===== config.mk =====
export PLATFORM = sky130hd
export DESIGN_NAME = unidade_controle
export DESIGN_NICKNAME = d
export VERILOG_FILES = /design/src/rtl/cpu_ctrl_pkg.sv /design/src/rtl/decod_opcode.sv /design/src/rtl/unidade_controle.sv
export SDC_FILE = /design/constraint.sdc
export NUM_CORES = 1
export LEC_CHECK = 0
export CAP_MARGIN = 20
export CORE_UTILIZATION = 40
export DETAILED_ROUTE_END_ITERATION = 7
export PLACE_DENSITY_LB_ADDON = 0.15
export SLEW_MARGIN = 10
export SYNTH_ARGS = -nofsm -noshare
export SYNTH_HDL_FRONTEND = slang
export SYNTH_SLANG_ARGS = --single-unit

===== constraint.sdc =====
create_clock -name clock -period 1.9 [get_ports clock]
set_input_delay 0.475 -clock clock [delete_from_list [all_inputs] [get_ports clock]]
set_output_delay 0.475 -clock clock [all_outputs]
set_load 0.05 [all_outputs]

===== src/rtl/cpu_ctrl_pkg.sv =====
// Shared encodings for the RV64I multicycle control unit and its datapath.
package cpu_ctrl_pkg;

  typedef enum logic [2:0] {
    S_RST    = 3'd0,
    S_FETCH  = 3'd1,
    S_DECODE = 3'd2,
    S_EXEC   = 3'd3,
    S_MEM    = 3'd4,
    S_WB     = 3'd5,
    S_HALT   = 3'd6
  } state_t;

  // Instruction classes resolved in DECODE and latched for EXEC/MEM/WB.
  typedef enum logic [2:0] {
    C_ADD  = 3'd0,
    C_SUB  = 3'd1,
    C_ADDI = 3'd2,
    C_LD   = 3'd3,
    C_SD   = 3'd4,
    C_BEQ  = 3'd5,
    C_BNE  = 3'd6,
    C_LUI  = 3'd7
  } iclass_t;

  localparam logic [6:0] OP_R   = 7'b0110011;
  localparam logic [6:0] OP_IMM = 7'b0010011;
  localparam logic [6:0] OP_LD  = 7'b0000011;
  localparam logic [6:0] OP_SD  = 7'b0100011;
  localparam logic [6:0] OP_BR  = 7'b1100011;
  localparam logic [6:0] OP_LUI = 7'b0110111;

  localparam logic [2:0] ALU_ADD   = 3'b001;
  localparam logic [2:0] ALU_SUB   = 3'b010;
  localparam logic [2:0] ALU_PASSB = 3'b011;

  localparam logic [1:0] SRCB_B   = 2'b00;
  localparam logic [1:0] SRCB_4   = 2'b01;
  localparam logic [1:0] SRCB_IMM = 2'b10;

  localparam logic [1:0] M2R_ALU = 2'b00;
  localparam logic [1:0] M2R_MDR = 2'b01;
  localparam logic [1:0] M2R_IMM = 2'b10;

  localparam logic [1:0] HC_NONE = 2'b00;
  localparam logic [1:0] HC_ILL  = 2'b01;
  localparam logic [1:0] HC_TMO  = 2'b10;

endpackage


===== src/rtl/decod_opcode.sv =====
// Combinational opcode classifier: major opcode + funct3 + funct7[5] -> class/illegal.
module decod_opcode
  import cpu_ctrl_pkg::*;
(
  input  logic [6:0] op,
  input  logic [2:0] funct3,
  input  logic       funct7_b5,
  output iclass_t    iclass,
  output logic       illegal
);

  // Map each supported opcode to its class; anything else is illegal.
  always_comb begin
    iclass  = C_ADD;
    illegal = 1'b0;
    case (op)
      OP_R:   iclass = funct7_b5 ? C_SUB : C_ADD;
      OP_IMM: iclass = C_ADDI;
      OP_LD:  iclass = C_LD;
      OP_SD:  iclass = C_SD;
      OP_LUI: iclass = C_LUI;
      OP_BR: begin
        if (funct3 == 3'b000)      iclass = C_BEQ;
        else if (funct3 == 3'b001) iclass = C_BNE;
        else                       illegal = 1'b1;
      end
      default: illegal = 1'b1;
    endcase
  end

endmodule


===== src/rtl/unidade_controle.sv =====
// Multicycle FSM control unit: FETCH/DECODE/EXEC/MEM/WB with memory-wait timeout.
module unidade_controle
  import cpu_ctrl_pkg::*;
#(
  parameter int WAIT_W = 4
) (
  input  logic        clock,
  input  logic        reset,
  input  logic [31:0] opcode,
  input  logic        zero,
  input  logic        mem_ready,
  output logic        PC_Write,
  output logic        PC_Src,
  output logic        IR_Write,
  output logic        Mem_Read,
  output logic        Mem_Write,
  output logic        Reg_Write,
  output logic        ALU_SrcA,
  output logic [1:0]  ALU_SrcB,
  output logic [2:0]  ALU_Op,
  output logic [1:0]  MemToReg,
  output logic [2:0]  STT,
  output logic [1:0]  halt_cause
);

  // Last stalled count before timeout: the (2^WAIT_W-1)-th stall halts.
  localparam logic [WAIT_W-1:0] TMO_LAST = {{(WAIT_W-1){1'b1}}, 1'b0};

  state_t            state, state_nxt;
  iclass_t           cls, dec_cls;
  logic              dec_ill;
  logic              armed;
  logic [WAIT_W-1:0] cnt, cnt_nxt;
  logic [1:0]        cause_nxt;
  logic              stall, tmo;

  // Only opcode, funct3 and bit 30 matter to control.
  logic unused_ir;
  assign unused_ir = ^{opcode[31], opcode[29:15], opcode[11:7]};

  decod_opcode u_dec (
    .op        (opcode[6:0]),
    .funct3    (opcode[14:12]),
    .funct7_b5 (opcode[30]),
    .iclass    (dec_cls),
    .illegal   (dec_ill)
  );

  assign STT = state;

  // State, class latch, wait counter and sticky halt cause. armed delays
  // leaving RST by one edge so the first FETCH is the second edge after reset.
  always_ff @(posedge clock or negedge reset) begin
    if (!reset) begin
      state      <= S_RST;
      cls        <= C_ADD;
      armed      <= 1'b0;
      cnt        <= '0;
      halt_cause <= HC_NONE;
    end else begin
      state      <= state_nxt;
      armed      <= 1'b1;
      cnt        <= cnt_nxt;
      halt_cause <= cause_nxt;
      if (state == S_DECODE) cls <= dec_cls;
    end
  end

  // Next-state, timeout detection and wait-counter update.
  always_comb begin
    state_nxt = state;
    cause_nxt = halt_cause;
    stall     = ((state == S_FETCH) || (state == S_MEM)) && !mem_ready;
    tmo       = stall && (cnt == TMO_LAST);
    case (state)
      S_RST:    if (armed) state_nxt = S_FETCH;
      S_FETCH: begin
        if (mem_ready) state_nxt = S_DECODE;
        else if (tmo) begin
          state_nxt = S_HALT;
          cause_nxt = HC_TMO;
        end
      end
      S_DECODE: begin
        if (dec_ill) begin
          state_nxt = S_HALT;
          cause_nxt = HC_ILL;
        end else begin
          state_nxt = S_EXEC;
        end
      end
      S_EXEC: begin
        case (cls)
          C_LD, C_SD:   state_nxt = S_MEM;
          C_BEQ, C_BNE: state_nxt = S_FETCH;
          default:      state_nxt = S_WB;
        endcase
      end
      S_MEM: begin
        if (mem_ready) state_nxt = (cls == C_LD) ? S_WB : S_FETCH;
        else if (tmo) begin
          state_nxt = S_HALT;
          cause_nxt = HC_TMO;
        end
      end
      S_WB:     state_nxt = S_FETCH;
      S_HALT:   state_nxt = S_HALT;
      default:  state_nxt = S_RST;
    endcase
    if (state_nxt != state) cnt_nxt = '0;
    else if (stall)         cnt_nxt = cnt + WAIT_W'(1);
    else                    cnt_nxt = cnt;
  end

  // Moore strobe decode; only the FETCH completion strobes look at mem_ready.
  always_comb begin
    PC_Write  = 1'b0;
    PC_Src    = 1'b0;
    IR_Write  = 1'b0;
    Mem_Read  = 1'b0;
    Mem_Write = 1'b0;
    Reg_Write = 1'b0;
    ALU_SrcA  = 1'b0;
    ALU_SrcB  = SRCB_B;
    ALU_Op    = 3'b000;
    MemToReg  = M2R_ALU;
    case (state)
      S_FETCH: begin
        Mem_Read = 1'b1;
        ALU_SrcB = SRCB_4;
        ALU_Op   = ALU_ADD;
        IR_Write = mem_ready;
        PC_Write = mem_ready;
      end
      S_EXEC: begin
        case (cls)
          C_ADD: begin
            ALU_SrcA = 1'b1;
            ALU_Op   = ALU_ADD;
          end
          C_SUB: begin
            ALU_SrcA = 1'b1;
            ALU_Op   = ALU_SUB;
          end
          C_ADDI, C_LD, C_SD: begin
            ALU_SrcA = 1'b1;
            ALU_SrcB = SRCB_IMM;
            ALU_Op   = ALU_ADD;
          end
          C_LUI: begin
            ALU_SrcB = SRCB_IMM;
            ALU_Op   = ALU_PASSB;
          end
          default: begin
            ALU_SrcA = 1'b1;
            ALU_Op   = ALU_SUB;
            PC_Src   = 1'b1;
            PC_Write = (cls == C_BEQ) ? zero : !zero;
          end
        endcase
      end
      S_MEM: begin
        Mem_Read  = (cls == C_LD);
        Mem_Write = (cls == C_SD);
      end
      S_WB: begin
        Reg_Write = 1'b1;
        MemToReg  = (cls == C_LD) ? M2R_MDR : (cls == C_LUI) ? M2R_IMM : M2R_ALU;
      end
      default: ;
    endcase
  end

endmodule


-- Yosys cells after proc, flatten, opt, wreduce, memory -nomap -nowiden
Cells that the tools add are included.
- register bits: 13
- input port bits: 36
- output and inout bits: 19
- word-level logic and storage cells: 88
- $add $sub $neg: 1
- equal/unequal tests: 25
- mux-type cells: 39
- reductions and logical operators: 18
- operators by type and width (operator ; count):
    $mux W3 ; 8
    $eq A3 B3 Y1 const B ; 7
    $eq A7 B6 Y1 const B ; 3
    $pmux W3 S7 ; 1
    $pmux W3 S6 ; 1
    $pmux W2 S2 ; 4
    $mux W2 ; 7
    $eq A3 B2 Y1 const B ; 4
    $mux W1 ; 12
    $eq A3 B1 Y1 const B ; 3
    $logic_not A3 Y1 ; 3
    $mux W4 ; 2
    $reduce_or A4 Y1 ; 2
    $eq A7 B2 Y1 const B ; 1
    $eq A7 B5 Y1 const B ; 1
    $eq A7 B7 Y1 const B ; 1
    $pmux W1 S2 ; 3
    $pmux W3 S2 ; 1
    $reduce_or A2 Y1 ; 3
    $reduce_or A6 Y1 ; 1
    $reduce_or A5 Y1 ; 1
    $add A4 B1 Y4 const B ; 1
    $eq A4 B4 Y1 const B ; 1
    $ne A2 B2 Y1 const B ; 2
    other kinds (7) ; 10

-- Longest topological paths before layout
Gate-level depths: netlist (run 1).
- word-level depth: 9
- depth in mapped cells: 7
- gate-level depth less buffers: 7

-- By module
Synthesis (run 1) repeated with hierarchy kept, for this count alone.
- cells, all modules: 133
- area, all modules: 1071.0 sq um
- by module, submodules not included (module ; times used ; cells an instance ; area an instance (sq um)):
    unidade_controle ; 1 ; 111 ; 930.9
    decod_opcode ; 1 ; 22 ; 140.1

-- Least setup slack after synthesis (run 1)
Ideal clock, no wire load.
- path kind: register to output
- start: register state[0], in the netlist STT[0]
- end: output port PC_Write
- arrival time: 2.092 ns
- required time: 1.425 ns
- setup slack: -0.667 ns
- stages on the path, launching flop included: 5
- buffers on the path: 1
- cell sequence: dfrtp_1 > buf_6 > nor2b_1 > and3_1 > a41o_1
- word-level cells in the longest chain between the ends: 2
- ends and longest elaborated chain (item ; RTL line ; text):
    start, declared ; unidade_controle.sv:29 ; state_t state, state_nxt;
    start signal, assigned ; unidade_controle.sv:61 ; state <= state_nxt;
    $eq A3 B2 Y1 / $eq A3 B1 Y1 (equally long branches) ; unidade_controle.sv:127 ; case (state)
    $pmux W1 S2 * ; unidade_controle.sv:127 ;
    end, declared ; unidade_controle.sv:12 ; output logic PC_Write,
Every way passes the cells marked *; elsewhere a longest branch is shown, timed or not.

-- Worst setup path after layout (run 1)
- start: register cls[1]
- end: output port PC_Src
- word-level cells in the longest chain between the ends: 4
- ends and longest elaborated chain (item ; RTL line ; text):
    start, declared ; unidade_controle.sv:30 ; iclass_t cls, dec_cls;
    start signal, assigned ; unidade_controle.sv:65 ; if (state == S_DECODE) cls <= dec_cls;
    $eq A3 B2 Y1, or another cell as far along ; unidade_controle.sv:136 ; case (cls)
    $reduce_or A6 Y1 (no source line) * ; - ;
    $mux W1 * ; unidade_controle.sv:136 ;
    $mux W1 * ; unidade_controle.sv:127 ;
    end, declared ; unidade_controle.sv:13 ; output logic PC_Src,
Marked as above.

==> results of run 1 <==
==> layer usage <==
layer,up-vias,GRT usage,wire length (µm)
met3,25,0.0234,240
met2,85,0.530,2330
met4,0,0.0893,172
met1,723,0.334,1740
li1,664,-,-
met5,-,0,0
==> what timing repair did <==
| action | CTS | global route |
|---|---|---|
| gates resized for setup | 25 | 20 |
| endpoints found under the setup margin | 13 | 17 |
| pin swaps | 4 | 13 |
| setup buffers | 19 | 6 |
==> critical path, cell delays in order, from the launching register on <==
cell      delay, ps
dfrtp_2         480
nand2b_4        200
a21boi_4        190
and3_4          220
buf_12          130
==> path summary, 6_finish.rpt <==
kind	startpoint	end	slack [ps]
worst min-delay path	reset	STT[1]	470
min in group clock	halt_cause[1]	halt_cause[1]	520
worst max-delay path	cls[1]	PC_Src	-90
max in group asynchronous	reset	STT[0]	1230
worst min register to register	halt_cause[1]	halt_cause[1]	520
worst max register to register	STT[1]	cnt[1]	90
==> metrics by stage <==
stage               total power, mW   util  hold slack, ps  setup slack, ps  TNS (ps)
finish                         2.36  0.863             470            -92.6      -537
global route                   2.45  0.863             489             -147     -1020
CTS                            2.17  0.808             488            -33.7      -119
detailed placement             1.80  0.712             505             -334     -1630
global placement               1.75  0.712             479             -256      -991
floorplan                      1.22      -             179            -37.0     -37.0
==> placed cells by master, fill, tap and decap left out, types with 4 or more instances in the layout <==
cell type	count
nand2_1	7
buf_6	7
nor2_1	13
o21ai_1	5
nand2b_1	4
nor2_4	6
nand4_1	4
nand3_1	6
buf_4	42
buf_12	15
inv_1	7
a21oi_1	4
dfrtp_2	6
dfrtp_1	7
clkdlybuf4s50_1	11
==> kinds of logic (layout without fill, tap and decap cells) <==
logic type               Yosys count  in the layout
flip-flops                        13             13
buffers and inverters             15             90
AND/OR/NAND/NOR                   64             64
multiplexers                       2              2
adder cells (fa/ha/maj)            2              2
other                              2              2
XOR/XNOR                           4              4
AO/OA/AOI/OAI                     40             40
==> registers in the layout, indices dropped and copies added, names as in the netlist <==
register	cells
cnt	4
STT	3
cls	3
halt_cause	2
armed	1
==> power by group through the flow <==
stage               Clock [mW]  Combinational (mW)  Sequential (mW)
finish                   0.184                1.78            0.387
global route             0.195                1.87            0.390
CTS                      0.178                1.61            0.377
detailed placement           0                1.38            0.426
global placement             0                1.33            0.420
floorplan                    0               0.771            0.451
==> area by class of cell <==
type	count	share of cell area
Clock buffer	4	0.0119
Inverter	8	0.0153
Timing Repair Buffer	78	0.377
Multi-Input combinational cell	114	0.429
Tap cell	30	0.0169
Sequential cell	13	0.150
==> results.toml, run 1 <==
[logic_synthesis]
synth_edf_count = 0
synth_nets = 180
synthXorXnorAreaFrac = 0.0309
synth_mux_area_frac = 0.0177
ys_types = 47
synth_fa_ha_area_frac = 0.0221
synth.area.top_cells = "dfrtp_1, nor2_1, nand2_1"
yosysWarnings = 0
yosysTopAreaCellShare = 0.287
synth_compound_area_frac = 0.276
netlist_area_um2 = 1130
synthSimpleGateAreaFrac = 0.295
synthCells = 142
yosys-top-cells-count = "nor2_1, dfrtp_1, nand2_1"
ys_seq_elements = 13
yosysMostFrequentCell = "nor2_1"
async_flop_share = 1.00
synth_top_cell_by_area = "dfrtp_1"
synth_ff_type = "dfrtp_1"
synth_top_family_by_area = "simple AND/OR/NAND/NOR gates"
ys_seq_area_frac = 0.287
synth_area_per_cell_um2 = 7.97

[place]
dpl_cell_area_um2 = 1830
port_buffers = 32
gp_congestion = 0.854
dp_cells = 219
hpwl_um = 2790

[global_route]
grt_overflow = 0
grt_pass1_vias = 1479
grt_pass1_wl_um = 6890
grt_max_degree = 14
antenna_found_initial = 0
grt_usage = 0.282

[layout]
fin_area_um2 = 2210
final_cells = 247
layout-drive-gt1-share = 0.521
seqCellArea_um2 = 333
fill_cells = 128
layout.nets = 256
synthToLayoutAreaGrowth_pct = 95.6
n_antenna_cell = 0
multi_input_area_um2 = 950

[timing]
worst_slack_ps = -92.6
grt_setup_unrepaired = "true"
fin_crit_ps = 1990
fmax_ghz = 0.502
maxSlewViolCount = 0
setup_viol = 9
final-hold-violation-count = 0
fin_crit_sh = 1.05
skew_ps = 14.2

[critical_path]
crit_required_ps = 1420
crit_type = "register to output pin"
cp-end-kind = "output pin"
reg2regPathDepth = 7
crit_path_start_kind = "register"
crit_path_max_fanout = 6
critical_path_arrival_ps = 1520

[power_and_ir_drop]
pwr-share-seq = 0.164
powerDensity_nw_per_um2 = 1060
p_sw_mw = 1.13
switching_share = 0.479
combPwrFrac = 0.757
p_int_mw = 1.23
ir_drop_uv = 1330
p_leak_nw = 0.959
clockPowerShare = 0.078

[detailed_routing]
drtIter0Drc = 75
dr.pass1.iters = 4
wirelength_um = 4480
vias_per_cell = 6.06
vias = 1497
drc = 0
wl_per_cell_um = 18.1
detail-route-antenna-nets = 0

[clock_tree]
ctsHoldBuffers = 0
cts_tree = "done"
cts-root-buf = "clkbuf_4"
clock_path_buffers = 2
cts_sinks = 13
htreeDepth = 1
path_clk_slew_ps = 90
numCtsBuffers = 3
clkLatencyLatePin_ps = 290

[flow_run]
maxCapViolCount = 0

[status]
violations = "negative setup slack"
outcome = "finished with violations"

[floorplanning]
initial_core_util = 0.441
core_um2 = 2570
fp.dieW_um = 55.2
die-area_um2 = 3050
ios = 55
die_h_um = 55.2
rows = 18

[hold_path]
min_path_type = "input port to asynchronous set/reset pin"
(Power assumes the default switching activity.)
==> run 2, diff against run 1 <==
- SLEW_MARGIN: 10 -> not set
- TNS_END_PERCENT: not set -> 1
==> run 2 against run 1 <==
The run still ends with negative setup slack left. Critical path depth grew 1. Sequential share of layout area grew 1.3 points. Hold slack gained 30 ps. Highest routed layer unchanged. First-iteration DRC count grew 24%. Sequential power shrank 3%. Setup slack gained 50 ps. Count of clock-buffer cells in the layout is the same. Clock power is essentially flat. Combinational power shrank 9%. Utilization shrank 7.6 points. Global-route usage shrank 5.9 points. Final cell count shrank 4.9%.
==> results.toml, run 2 (synthesis gave the netlist of run 1 again) <==
[detailed_routing]
vias = 1346
detail-route-antenna-nets = 0
m1WireLength_um = 1500
drtIter0Drc = 93
drc = 0
wirelength_um = 3790
dr_wl_met3_um = 197
met2_length_um = 2010
wl_per_cell_um = 16.1
vias_per_cell = 5.73
dr.max_layer_used = "met4"
dr.pass1.iters = 5

[power_and_ir_drop]
powerDensity_nw_per_um2 = 1080
ir_drop_uv = 1010
switching_share = 0.473
p_leak_nw = 0.863
pwr-share-seq = 0.172
clockPowerShare = 0.084
p_sw_mw = 1.03
finalPower_mw = 2.18
combPwrFrac = 0.745
p_int_mw = 1.15

[critical_path]
critical_path_arrival_ps = 1470
crit_path_max_fanout = 6
crit_type = "register to output pin"
crit_required_ps = 1420
crit_path_start_kind = "register"
worst-r2r-setup-slack_ps = 50
cp-end-kind = "output pin"

[clock_tree]
clkLatencyLatePin_ps = 280
htreeDepth = 1
numCtsBuffers = 3
path_clk_slew_ps = 100
cts-root-buf = "clkbuf_4"
cts_sinks = 13
clock_path_buffers = 2
cts_tree = "done"

[place]
hpwl_um = 2670
dp_cells = 222
port_buffers = 32
gp_congestion = 0.904
dpl_cell_area_um2 = 1840
preCtsSetupSlack_ps = -303

[timing]
fin_crit_sh = 1.02
tightest_slew_ps = 482
setup_viol = 7
grt_setup_unrepaired = "true"
slew_headroom = 0.670
skew_ps = 10.5
final-hold-violation-count = 0
fmax_ghz = 0.515
maxSlewViolCount = 0
fin_crit_ps = 1940
worst_slack_ps = -42.8

[layout]
layout.nets = 244
multi_input_area_um2 = 860
synthToLayoutAreaGrowth_pct = 78.3
seqCellArea_um2 = 330
n_antenna_cell = 0
fin_area_um2 = 2020
final_cells = 235
mostFrequentLayoutCell = "buf_4"
fill_cells = 161
final_util = 0.787
largest_reg_flops = 4
layout-drive-gt1-share = 0.439
mostFrequentLayoutCells = "buf_4, buf_12, nor2_1"
regMostFlops = "cnt"

[floorplanning]
core_um2 = 2570
initial_core_util = 0.441
die_h_um = 55.2
ios = 55
die-area_um2 = 3050
fp.dieW_um = 55.2
rows = 18

[status]
outcome = "finished with violations"
violations = "negative setup slack"

[global_route]
antenna_found_initial = 0
grt_pass1_vias = 1234
grt_max_degree = 14
grt_usage = 0.223
grt_overflow = 0
grt_pass1_wl_um = 5420

[flow_run]
maxCapViolCount = 0

[hold_path]
min_path_type = "input port to asynchronous set/reset pin"
## run 2: changes by cell type in the layout (fill, tap and decap cells not counted), sizes merged
cell           previous run  this run
buf                      64        52
clkinvlp                  1         0
dlymetal6s2s              1         0
clkdlybuf4s50            11        12
inv                       7         8
## run 2: cell type report
class / count / share of cell area
Clock buffer: 4 / 0.0130
Inverter: 8 / 0.0149
Multi-Input combinational cell: 114 / 0.426
Sequential cell: 13 / 0.164
Tap cell: 30 / 0.0186
Timing Repair Buffer: 66 / 0.364
## run 2: critical path, stage by stage (launching register included)
cell,delay [ps]
dfrtp_2,480
buf_4,160
nor2_1,130
nand2_1,110
nor3_4,150
buf_12,160
## run 2: final timing paths
path / start / endpoint / cells after the start
setup / recovery: cls[0] / Mem_Write / 5
hold / removal: reset / STT[1] / 2
setup reg to reg: STT[1] / cnt[2] / 7
hold reg to reg: halt_cause[1] / halt_cause[1] / 2
max in group asynchronous: reset / STT[0] / 2
min in group clock: halt_cause[1] / halt_cause[1] / 2
## run 2: power by group through the flow
stage / sequential, mW / clock, mW / combinational [mW]
after detailed placement: 0.390 / 0 / 1.42
after floorplan: 0.447 / 0 / 0.744
after CTS: 0.383 / 0.178 / 1.48
after global routing: 0.381 / 0.197 / 1.69
after global placement: 0.386 / 0 / 1.39
final: 0.374 / 0.182 / 1.62
## run 2: metrics by stage
stage	setup TNS [ps]	hold slack, ps
final	-117	500
after global routing	-764	526
after CTS	-67.7	511
after detailed placement	-1840	497
after global placement	-1380	480
after floorplan	-1470	179
## run 2: per-layer routing
metal | GRT usage | vias to the layer above
met2 | 0.399 | 59
met5 | 0 | -
met3 | 0.0351 | 10
met1 | 0.271 | 634
met4 | 0.0679 | 0
li1 | - | 643
## run 2: what timing repair did
| action | CTS | global route |
|---|---|---|
| pin swaps | 3 | 5 |
| endpoints found under the setup margin | 12 | 16 |
| hold buffers | 0 | 0 |
| resized for setup | 16 | 8 |
| buffers inserted | 3 | 6 |
==> run 3, diff against run 2 <==
- ABC_AREA: not set -> 1
- CORE_UTILIZATION: 40 -> 39
- CTS_CLUSTER_SIZE: not set -> 8
==> run 3 against run 2 <==
The flow still finishes with violations (negative setup slack). Area after synthesis shrank 8.0%. Clock power fell by 7%. Clock skew shrank 8.2 ps. Register-to-register slack improved by 190 ps. Sequential power rose by 26%. Sequential share of layout area grew 1.9 points. Non-clock buffer count shrank 12. Final cell count is 2.1% lower. Fmax is 1.8% higher. Die area is 5.4% lower. Synthesized cell count increased by 1.4%. Largest power group unchanged.
==> results.toml, run 3 <==
[logic_synthesis]
yosysWarnings = 0
async_flop_share = 1.00
synth_nets = 182
ys_types = 29
yosysTopAreaCellShare = 0.312
synth_area_per_cell_um2 = 7.24
ys_seq_area_frac = 0.312
synth_edf_count = 0
synth_top_cell_by_area = "dfrtp_1"
yosys-top-cells-count = "nand2_1, inv_1, nor2_1"
synthCells = 144
synth.area.top_cells = "dfrtp_1, nand2_1, inv_1"
synth_ff_type = "dfrtp_1"
ys_seq_elements = 13
yosysMostFrequentCell = "nand2_1"
netlist_area_um2 = 1040

[place]
gp_congestion = 0.897
port_buffers = 32
dpl_cell_area_um2 = 1670
hpwl_um = 2070

[layout]
mostFrequentLayoutCells = "buf_4, inv_1, nand2_1"
layout.nets = 239
n_antenna_cell = 0
fin_area_um2 = 1820
mostFrequentLayoutCell = "buf_4"
synthToLayoutAreaGrowth_pct = 74.4
regMostFlops = "cnt"
largest_reg_flops = 4
layout-drive-gt1-share = 0.465
fill_cells = 201
final_util = 0.727

[clock_tree]
clock_path_buffers = 2
path_clk_slew_ps = 80
htreeDepth = 1
numCtsBuffers = 3
clkLatencyLatePin_ps = 270
cts_tree = "done"
cts_sinks = 13
cts-root-buf = "clkbuf_4"

[hold_path]
min_path_type = "input port to asynchronous set/reset pin"

[timing]
tns_ps = -10.3
maxSlewViolCount = 0
worst_slack_ps = -7.67
hold_slack_ps = 497
fin_crit_sh = 1.00
skew_ps = 2.31
fmax_ghz = 0.524
setup_viol = 2
final-hold-violation-count = 0
grt_setup_unrepaired = "true"
fin_crit_ps = 1910

[status]
violations = "negative setup slack"
outcome = "finished with violations"

[power_and_ir_drop]
ir_drop_uv = 1190
p_leak_nw = 0.829
finalPower_mw = 2.30
powerDensity_nw_per_um2 = 1260

[global_route]
grt_max_degree = 14
grt_usage = 0.192
grt_pass1_wl_um = 3990
grt_pass1_vias = 958
grt_overflow = 0
antenna_found_initial = 0

[detailed_routing]
detail-route-antenna-nets = 0
wl_per_cell_um = 11.3
drc = 0
dr.pass1.iters = 5
wirelength_um = 2610
vias_per_cell = 4.98
drtIter0Drc = 25
vias = 1145

[floorplanning]
initial_core_util = 0.417
core_um2 = 2500
die_h_um = 53.7
fp.dieW_um = 53.7
die-area_um2 = 2880
ios = 55
rows = 18

[critical_path]
crit_path_max_fanout = 8
crit_type = "register to output pin"
cp-end-kind = "output pin"
cp_slowest_cell = "dfrtp_2"
worst-r2r-setup-slack_ps = 240
critical_path.cell_chain = "nor2_1, nand2_2, o21ai_2, buf_12"
r2r-start = "STT[1]"
cpPeakStageDelay_ps = 480
crit_required_ps = 1420
critical_path_arrival_ps = 1430
crit_path_start = "STT[0]"
crit_path_start_kind = "register"

[flow_run]
maxCapViolCount = 0
run 3: cell count changes after synthesis, sizes merged, moves of 3 or more:
cell | before | now
a21oi | 7 | 4
nand2 | 12 | 27
nand2b | 7 | 0
xnor2 | 3 | 0
buf | 6 | 2
and3 | 4 | 0
nor3 | 1 | 4
nand3 | 6 | 15
inv | 8 | 24
run 3: worst paths after layout:
| kind | endpoint | depth (start not counted) |
|---|---|---|
| worst max-delay path | Mem_Read | 4 |
| worst min-delay path | STT[0] | 2 |
| worst max register to register | cnt[0] | 9 |
| worst min register to register | halt_cause[1] | 1 |
| max in group asynchronous | cls[0] | 2 |
| min in group clock | halt_cause[1] | 1 |
run 3: cells by family after synthesis:
kind of cell / count (synthesis) / share of synthesized area
AND/OR/NAND/NOR: 77 / 0.409
buffers and inverters: 26 / 0.104
AO/OA/AOI/OAI: 20 / 0.108
flip-flops: 13 / 0.312
XOR/XNOR: 3 / 0.0252
adder cells (fa/ha/maj): 2 / 0.0240
other: 2 / 0.00721
multiplexers: 1 / 0.00960
run 3: final cells by class:
cell class              count  area, µm²  area share
flip-flops and latches     13        332       0.182
clock buffers               3       22.5      0.0124
multi-input cells         105        716       0.394
repair buffers             54        616       0.339
inverters                  24       90.1      0.0496
well taps                  30       37.5      0.0206
clock inverters             1       5.00     0.00275
run 3: worst max-delay path: cells and delay by family (launching register included):
kind                   cells  cell delay [ps]
buffers and inverters      1              150
AOI/OAI and AO/OA          1              200
and+or+nand+nor            2              330
DFF                        1              480
run 3: metrics by stage:
step / std cells / worst slack (ps)
floorplan: 144 / -122
global placement: 218 / -156
detailed placement: 218 / -208
CTS: 223 / -33.0
global route: 230 / -71.1
finish: 230 / -7.67
run 3: report_power, final:
| group | leakage [nW] | total [mW] | switching (mW) | internal (mW) |
|---|---|---|---|---|
| combinational | 0.648 | 1.66 | 0.963 | 0.692 |
| sequential | 0.163 | 0.473 | 0.111 | 0.363 |
| clock | 0.0177 | 0.169 | 0.0907 | 0.0780 |
| total | 0.829 | 2.30 | 1.16 | 1.13 |
run 3: timing repair:
action	in CTS	in global routing
hold buffers	0	0
pin swaps	4	4
gates cloned	0	0
endpoints found under the setup margin	11	17
setup buffers	1	7
gates resized for setup	8	14
run 3: routing by layer:
| layer | wire length, µm | track usage | part of all wire |
|---|---|---|---|
| met1 | 1120 | 0.222 | 0.43 |
| met2 | 1340 | 0.346 | 0.51 |
| met3 | 121 | 0.0480 | 0.046 |
| met4 | 24 | 0.0482 | 0.0092 |
| met5 | 0 | 0 | 0 |
